`src/rtl/usb_pkg.sv`:
```
// Shared USB definitions: transmit-packetizer state encoding and CRC16 constants.
// Used by the CRC appender and by any receive-side CRC checker.
package usb_pkg;

   localparam logic [1:0] ST_IDLE   = 2'd0;
   localparam logic [1:0] ST_DATA   = 2'd1;
   localparam logic [1:0] ST_CRC_LO = 2'd2;
   localparam logic [1:0] ST_CRC_HI = 2'd3;

   typedef enum logic [1:0] {
      S_IDLE   = ST_IDLE,
      S_DATA   = ST_DATA,
      S_CRC_LO = ST_CRC_LO,
      S_CRC_HI = ST_CRC_HI
   } usb_tx_state_e;

   // Reflected x^16+x^15+x^2+1, processed LSB-first
   localparam logic [15:0] USB_CRC16_POLY_REFL     = 16'hA001;
   localparam logic [15:0] USB_CRC16_INIT          = 16'hFFFF;
   localparam logic [15:0] USB_CRC16_RESIDUAL_REFL = 16'hB001;

endpackage

```
`src/rtl/usb_crc16_byte.sv`:
```
// Combinational USB CRC16 update: folds one byte, LSB first, into the running CRC.
// Shared by transmit-side append and receive-side check.
module usb_crc16_byte
   import usb_pkg::*;
(
   input  logic [15:0] crc_in,
   input  logic [7:0]  data,
   output logic [15:0] crc_out
);

   always_comb begin
      crc_out = crc_in ^ {8'h00, data};
      for (int i = 0; i < 8; i++) begin
         if (crc_out[0]) crc_out = (crc_out >> 1) ^ USB_CRC16_POLY_REFL;
         else            crc_out = crc_out >> 1;
      end
   end

endmodule

```
`src/rtl/usb_tx_crc16_append.sv`:
```
// Payload packetizer ahead of the USB TX handshake FSM: forwards bytes through a
// one-deep output slot, computes the data CRC16 on the fly and appends it.
module usb_tx_crc16_append
   import usb_pkg::*;
#(
   parameter int MAX_BYTES = 1023,
   parameter int CNT_W     = 10,
   parameter int CRC_EN    = 1
) (
   input  logic             clk,
   input  logic             reset,
   input  logic             in_valid,
   output logic             in_ready,
   input  logic [7:0]       in_data,
   input  logic             in_last,
   input  logic             in_empty,
   output logic             tx_valid,
   input  logic             tx_ready,
   output logic [7:0]       tx_data,
   output logic [CNT_W-1:0] byte_cnt,
   output logic             pkt_done,
   output logic             len_err
);

   localparam logic [CNT_W-1:0] CNT_MAX = CNT_W'(MAX_BYTES);

   usb_tx_state_e    state_q, state_d;
   logic [15:0]      crc_q, crc_d, crc_next;
   logic             tx_valid_q, tx_valid_d;
   logic [7:0]       tx_data_q, tx_data_d;
   logic             tx_last_q, tx_last_d;
   logic [CNT_W-1:0] byte_cnt_q, byte_cnt_d;
   logic             pkt_done_q, pkt_done_d;
   logic             len_err_q, len_err_d;

   logic slot_free, accept, consume;

   generate
      if (CRC_EN != 0) begin : g_crc
         usb_crc16_byte u_crc (
            .crc_in  (crc_q),
            .data    (in_data),
            .crc_out (crc_next)
         );
      end else begin : g_nocrc
         assign crc_next = crc_q;
      end
   endgenerate

   always_comb begin
      slot_free = !tx_valid_q || tx_ready;
      in_ready  = slot_free && (state_q == S_IDLE || state_q == S_DATA);
      accept    = in_valid && in_ready;
      consume   = tx_valid_q && tx_ready;
   end

   always_comb begin
      state_d    = state_q;
      crc_d      = crc_q;
      tx_valid_d = tx_valid_q && !tx_ready;
      tx_data_d  = tx_data_q;
      tx_last_d  = tx_last_q && !tx_ready;
      byte_cnt_d = byte_cnt_q;
      len_err_d  = len_err_q;
      // Marked byte leaving the slot closes the packet
      pkt_done_d = consume && tx_last_q;

      case (state_q)
         S_IDLE: begin
            if (accept) begin
               if (in_last && in_empty) begin
                  byte_cnt_d = '0;
                  if (CRC_EN != 0) state_d = S_CRC_LO;
                  else             pkt_done_d = 1'b1;
               end else begin
                  tx_valid_d = 1'b1;
                  tx_data_d  = in_data;
                  tx_last_d  = 1'b0;
                  crc_d      = crc_next;
                  byte_cnt_d = CNT_W'(1);
                  if (in_last) begin
                     if (CRC_EN != 0) begin
                        state_d = S_CRC_LO;
                     end else begin
                        tx_last_d = 1'b1;
                        crc_d     = USB_CRC16_INIT;
                     end
                  end else begin
                     state_d = S_DATA;
                  end
               end
            end
         end

         S_DATA: begin
            if (accept) begin
               tx_valid_d = 1'b1;
               tx_data_d  = in_data;
               tx_last_d  = 1'b0;
               crc_d      = crc_next;
               // Oversized packets are still forwarded; the count just pins
               if (byte_cnt_q == CNT_MAX) len_err_d  = 1'b1;
               else                       byte_cnt_d = byte_cnt_q + CNT_W'(1);
               if (in_last) begin
                  if (CRC_EN != 0) begin
                     state_d = S_CRC_LO;
                  end else begin
                     state_d   = S_IDLE;
                     tx_last_d = 1'b1;
                     crc_d     = USB_CRC16_INIT;
                  end
               end
            end
         end

         S_CRC_LO: begin
            if (slot_free) begin
               tx_valid_d = 1'b1;
               tx_data_d  = ~crc_q[7:0];
               tx_last_d  = 1'b0;
               state_d    = S_CRC_HI;
            end
         end

         S_CRC_HI: begin
            if (slot_free) begin
               tx_valid_d = 1'b1;
               tx_data_d  = ~crc_q[15:8];
               tx_last_d  = 1'b1;
               state_d    = S_IDLE;
               crc_d      = USB_CRC16_INIT;
            end
         end

         default: state_d = S_IDLE;
      endcase
   end

   always_ff @(posedge clk) begin
      if (reset) begin
         state_q    <= S_IDLE;
         crc_q      <= USB_CRC16_INIT;
         tx_valid_q <= 1'b0;
         tx_data_q  <= 8'h00;
         tx_last_q  <= 1'b0;
         byte_cnt_q <= '0;
         pkt_done_q <= 1'b0;
         len_err_q  <= 1'b0;
      end else begin
         state_q    <= state_d;
         crc_q      <= crc_d;
         tx_valid_q <= tx_valid_d;
         tx_data_q  <= tx_data_d;
         tx_last_q  <= tx_last_d;
         byte_cnt_q <= byte_cnt_d;
         pkt_done_q <= pkt_done_d;
         len_err_q  <= len_err_d;
      end
   end

   assign tx_valid = tx_valid_q;
   assign tx_data  = tx_data_q;
   assign byte_cnt = byte_cnt_q;
   assign pkt_done = pkt_done_q;
   assign len_err  = len_err_q;

endmodule

```
`config.mk`:
```
export PLATFORM = sky130hd
export DESIGN_NAME = usb_tx_crc16_append
export DESIGN_NICKNAME = d
export VERILOG_FILES = /design/src/rtl/usb_pkg.sv /design/src/rtl/usb_crc16_byte.sv /design/src/rtl/usb_tx_crc16_append.sv
export SDC_FILE = /design/constraint.sdc
export NUM_CORES = 1
export LEC_CHECK = 0
export CAP_MARGIN = 20
export CORE_MARGIN = 5
export CORE_UTILIZATION = 50
export CTS_CLUSTER_SIZE = 28
export DETAILED_ROUTE_END_ITERATION = 10
export PLACE_DENSITY_LB_ADDON = 0.2
export SYNTH_ARGS = -nofsm -noshare
export SYNTH_HDL_FRONTEND = slang
export SYNTH_SLANG_ARGS = --single-unit
```
`constraint.sdc`:
```
create_clock -name clk -period 6.3 [get_ports clk]
set_input_delay 1.575 -clock clk [delete_from_list [all_inputs] [get_ports clk]]
set_output_delay 1.575 -clock clk [all_outputs]
set_load 0.005 [all_outputs]
```
==> results.yml, run 1 <==
grt:
  grt_pass1_vias: 1689
  grt_pass1_wl_mm: 7.85
  antenna_found_initial: 0
  grtUsageTotal: 0.184
  grt_max_degree: 36
  grt-ovfl-total: 0
timing:
  setup_viol: 0
  max_slew.worst_pin.slew_ps: 815
  fmax_mhz: 225
  finalHoldViolCount: 0
  worst_hold_slack_ps: 488
  rsz0062_at_grt: "no"
  period_needed_ps: 4450
  slew_headroom: 0.455
  setup_tns_ps: 0
  skew_ps: 5.40
  slew_viol_final: 0
  fin_crit_sh: 0.706
logic_synthesis:
  yosysWarnings: 0
  synth_top_cell_by_area: "dfxtp_1"
  ys_ff_latch: 40
  synthesis.instances: 248
  synth_area_um2: 2110
  synth_top_area_frac: 0.379
  synth_area_per_cell_um2: 8.51
  syn_nets: 267
  synth.area.top_cells: "dfxtp_1 38%, xnor2_1 7.1%, nor2_1 6.8%"
  seq_area_frac_synth: 0.379
  yosysUniqueCellTypes: 41
floorplan:
  dieArea_um2: 5620
  die_height_um: 75.0
  die_x_um: 75.0
  start_util: 0.520
  rows: 23
  core_area_um2: 4060
  ios: 36
cts:
  post_cts_buffers: 0
  path_clk_slew_ps: 80
  htreeDepth: 2
  ctsHoldBuffers: 0
  cts-resized-gates: 0
  clockBufferDepth: 2
  cts.sink_count: 40
  cts_tree: "built"
  cts-root-buf: "clkbuf_8"
  cts_made_buffers: 5
  clkLatencyLatePin_ps: 300
worst_hold_path:
  hold_class: "reg -> reg"
  hold_path_depth: 2
routing:
  wl_per_cell_um: 14.4
  routed_wl_mm: 4.76
  drt_iter0_markers: 110
  dr.pass1.iters: 4
  vias_per_cell: 5.56
  vias: 1840
  drc: 0
  antenna_left: 0
layout:
  fillers: 363
  finalNetCount: 299
  multi_input_area_um2: 1230
  areaGrowthSynthToFinish_pct: 23.5
  drive_above_1_share: 0.0712
  num_antenna_cells: 0
  seq_area_um2: 801
worst_setup_path:
  crit_type: "in -> out"
  start_kind: "input port"
  cp_max_fo: 5
  r2r.worst_path.cells: 7
  crit_arrival_ps: 2870
  end_kind: "output port"
  cp.required_ps: 4720
outcome:
  status: "completed"
run:
  drv_cap: 0
power:
  ir_drop_mv: 0.215
  p_leak_nw: 0.968
  power_density_nw_per_um2: 479
placed_design:
  dp.final_hpwl_mm: 3.23
  routabilityCongestion: 0.799
  port-buffer-count: 35
==> synth_stat cells <==
master    instances
a211o_1           1
a211oi_1          9
a211oi_4          1
a21oi_1          20
a22o_1            1
a311oi_1          1
a31o_2            1
and3_1            4
and4_1            1
and4b_1           1
buf_2             5
buf_4             1
clkbuf_1          5
clkinv_1          1
dfxtp_1          40
ha_1              5
inv_1             6
mux2i_1           2
nand2_1          10
nand2_2           2
nand2b_1          7
nand3_1           3
nand3b_1          1
nand4_1           3
nor2_1           38
nor2_2            1
nor2_4            1
nor2b_1           2
nor3_1           14
nor3b_1           1
nor4b_1           3
nor4b_2           1
o21ai_0           3
o21ai_1           1
o21bai_1          9
o22ai_1          13
or3_1             2
xnor2_1          17
xnor2_2           2
xor2_1            7
xor2_2            2
==> logic make-up after synthesis <==
logic type,count (synthesis),synth area share
and+or+nand+nor,95,0.229
buffers and inverters,18,0.0367
adders and majority gates,5,0.0296
xor gates and xnor gates,28,0.130
AOI/OAI and AO/OA,60,0.186
DFF,40,0.379
muxes,2,0.00948
==> metrics by stage <==
step                      std cells  power [mW]  worst slack (ps)  instance area [um2]  utilization
after floorplan                 248       0.848              2840                 2110            -
after global placement          323        1.01              1880                 2480        0.611
after detailed placement        323        1.02              1840                 2480        0.611
after CTS                       331        1.25              1830                 2610        0.642
after global routing            331        1.34              1760                 2610        0.642
final                           331        1.25              1850                 2610        0.642
==> registers in the layout, summed over array words and instances, names as in the netlist <==
register,count
len_err,1
byte_cnt,10
tx_valid,1
pkt_done,1
crc_q,16
tx_last_q,1
tx_data,8
state_q,2
==> critical path, cell delays in order <==
cell and delay [ps]:
clkdlybuf4s50_1 450, nor2b_1 320, nor2_1 80, clkdlybuf4s50_1 450
==> layout by cell type (no fill, tap or decap), types with 2 or more instances in the layout <==
master           count
and3_1               4
nor2_1              38
xor2_1               7
nor4b_1              3
nor3_1              14
a21oi_1             20
clkdlybuf4s50_1     35
a211oi_1             9
dfxtp_1             40
ha_1                 5
or3_1                2
xor2_2               2
o21ai_0              3
nand3_1              3
o22ai_1             13
inv_1                6
o21bai_1             9
nand2_2              2
mux2i_1              2
clkbuf_8             7
nor2b_1              2
nand2_1             10
nand4_1              3
xnor2_2              2
xnor2_1             17
nand2b_1             7
==> report_power, final <==
part / internal (mW) / switching, mW / leakage (nW)
combinational: 0.280 / 0.355 / 0.576
clock: 0.140 / 0.0926 / 0.0645
sequential: 0.325 / 0.0545 / 0.328
==> metal layers <==
metal  GRT usage  wire length [um]  vias up
li1            -                 -      932
met4      0.0751                55        0
met3      0.0414               258        5
met2       0.312              2330       49
met5           0                 0        -
met1       0.224              2110      854
==> cell type report <==
cell class              instances  share of cell area
clock buffers                   7              0.0370
clock inverters                 1              0.0115
inverters                       7              0.0101
multi-input cells             190               0.473
flip-flops and latches         40               0.307
well taps                      50              0.0240
repair buffers                 36               0.137
==> worst paths after layout <==
path / from / slack, ps / end
max reg2reg: state_q[0]$_SDFFE_PP0P_ / 3410 / crc_q[0]$_SDFFE_PP1P_
min reg2reg: len_err$_SDFFE_PP0P_ / 490 / len_err$_SDFFE_PP0P_
max: tx_ready / 1850 / in_ready
min: len_err$_SDFFE_PP0P_ / 490 / len_err$_SDFFE_PP0P_
No activity file was read; power rests on OpenSTA's default activity.
==> run 2, diff against run 1 <==
==> constraint.sdc (replaced) <==
create_clock -name clk -period 4.14 [get_ports clk]
set_input_delay 1.035 -clock clk [delete_from_list [all_inputs] [get_ports clk]]
set_output_delay 1.035 -clock clk [all_outputs]
set_load 0.005 [all_outputs]
==> results.yml, run 2 (synthesis gave the netlist of run 1 again) <==
routing:
  dr.pass1.iters: 4
  drc: 0
  routed_wl_mm: 4.56
  wl_per_cell_um: 13.7
  vias_per_cell: 5.59
  vias: 1857
  drt_iter0_markers: 126
  antenna_left: 0
cts:
  cts.sink_count: 40
  cts-root-buf: "clkbuf_8"
  clockBufferDepth: 2
  htreeDepth: 2
  ctsHoldBuffers: 0
  cts-resized-gates: 0
  post_cts_buffers: 0
  clkLatencyLatePin_ps: 290
  path_clk_slew_ps: 80
  cts_tree: "built"
  cts_made_buffers: 5
timing:
  setup_slack_ps: 780
  period_needed_ps: 3360
  finalHoldViolCount: 0
  fin_crit_sh: 0.812
  skew_ps: 9.15
  max_slew.worst_pin.slew_ps: 686
  slew_viol_final: 0
  setup_tns_ps: 0
  setup_viol: 0
  slew_headroom: 0.541
  rsz0062_at_grt: "no"
  fmax_mhz: 298
placed_design:
  place_ws_ps: 779
  postPlaceCellArea_um2: 2490
  port-buffer-count: 35
  dp.final_hpwl_mm: 3.27
  routabilityCongestion: 0.774
floorplan:
  dieArea_um2: 5620
  die_x_um: 75.0
  rows: 23
  ios: 36
  start_util: 0.520
  core_area_um2: 4060
  die_height_um: 75.0
layout:
  largest_register_ffs: 16
  final_common_cell: "dfxtp_1"
  finalNetCount: 300
  areaGrowthSynthToFinish_pct: 22.9
  final_cell_mix: "40 x dfxtp_1, 38 x nor2_1, 35 x clkdlybuf4s50_1"
  top_register: "crc_q"
  num_antenna_cells: 0
  drive_above_1_share: 0.0709
  final_cell_area_um2: 2590
grt:
  grtUsageTotal: 0.178
  grt_max_degree: 28
  grt-ovfl-total: 0
  grt_pass1_vias: 1722
  grt_pass1_wl_mm: 7.65
  antenna_found_initial: 0
outcome:
  status: "completed"
power:
  p_leak_nw: 0.964
  power_density_nw_per_um2: 716
  ir_drop_mv: 0.382
worst_setup_path:
  cp_max_fo: 5
  cp.required_ps: 3110
  start_kind: "input port"
  end_kind: "output port"
  crit_type: "in -> out"
  crit_arrival_ps: 2330
worst_hold_path:
  hold_class: "reg -> reg"
run:
  drv_cap: 0
==> run 2: cell count changes in the layout (fill, tap and decap cells not counted) <==
cell,delta
clkbuf_8,-2
buf_4,+1
clkbuf_1,+1
clkinv_2,+1
==> run 2: layout make-up <==
class | count | area (um2)
Timing Repair Buffer | 37 | 365
Clock inverter | 2 | 35.0
Inverter | 7 | 26.3
Tap cell | 50 | 62.6
Clock buffer | 6 | 72.6
Sequential cell | 40 | 801
Fill cell | 379 | 1460
Multi-Input combinational cell | 190 | 1230
==> run 2: where the power goes <==
| group | internal (mW) | total, mW | switching (mW) |
|---|---|---|---|
| Clock | 0.179 | 0.313 | 0.134 |
| Sequential | 0.495 | 0.576 | 0.0814 |
| Combinational | 0.435 | 0.970 | 0.535 |
==> run 2: final timing paths <==
check | slack (ps) | cells past startpoint | endpoint | from
setup / recovery | 780 | 4 | in_ready | tx_ready
hold / removal | 500 | 2 | tx_data[0]$_SDFFE_PP0P_ | tx_data[0]$_SDFFE_PP0P_
setup reg to reg | 1560 | 8 | crc_q[0]$_SDFFE_PP1P_ | state_q[0]$_SDFFE_PP0P_
hold reg to reg | 500 | 2 | tx_data[0]$_SDFFE_PP0P_ | tx_data[0]$_SDFFE_PP0P_
==> run 2: routing by layer <==
metal / global-route usage / part of all wire / vias up
met5: 0 / 0 / -
met4: 0.0593 / 0.013 / 0
met3: 0.0481 / 0.053 / 7
met2: 0.312 / 0.50 / 42
met1: 0.208 / 0.44 / 870
li1: - / - / 938
==> run 2: worst max-delay path: stages <==
cell and delay [ps]:
clkdlybuf4s50_1 450, nor2b_1 300, nor2_1 90, clkdlybuf4s50_1 450
==> run 2: through the flow <==
step	std cells	hold WS (ps)	util	power (mW)
global placement	324	452	0.613	1.54
CTS	332	503	0.640	1.88
floorplan	248	460	-	1.29
finish	332	497	0.640	1.86
global route	332	526	0.640	2.02
detailed placement	324	490	0.613	1.55
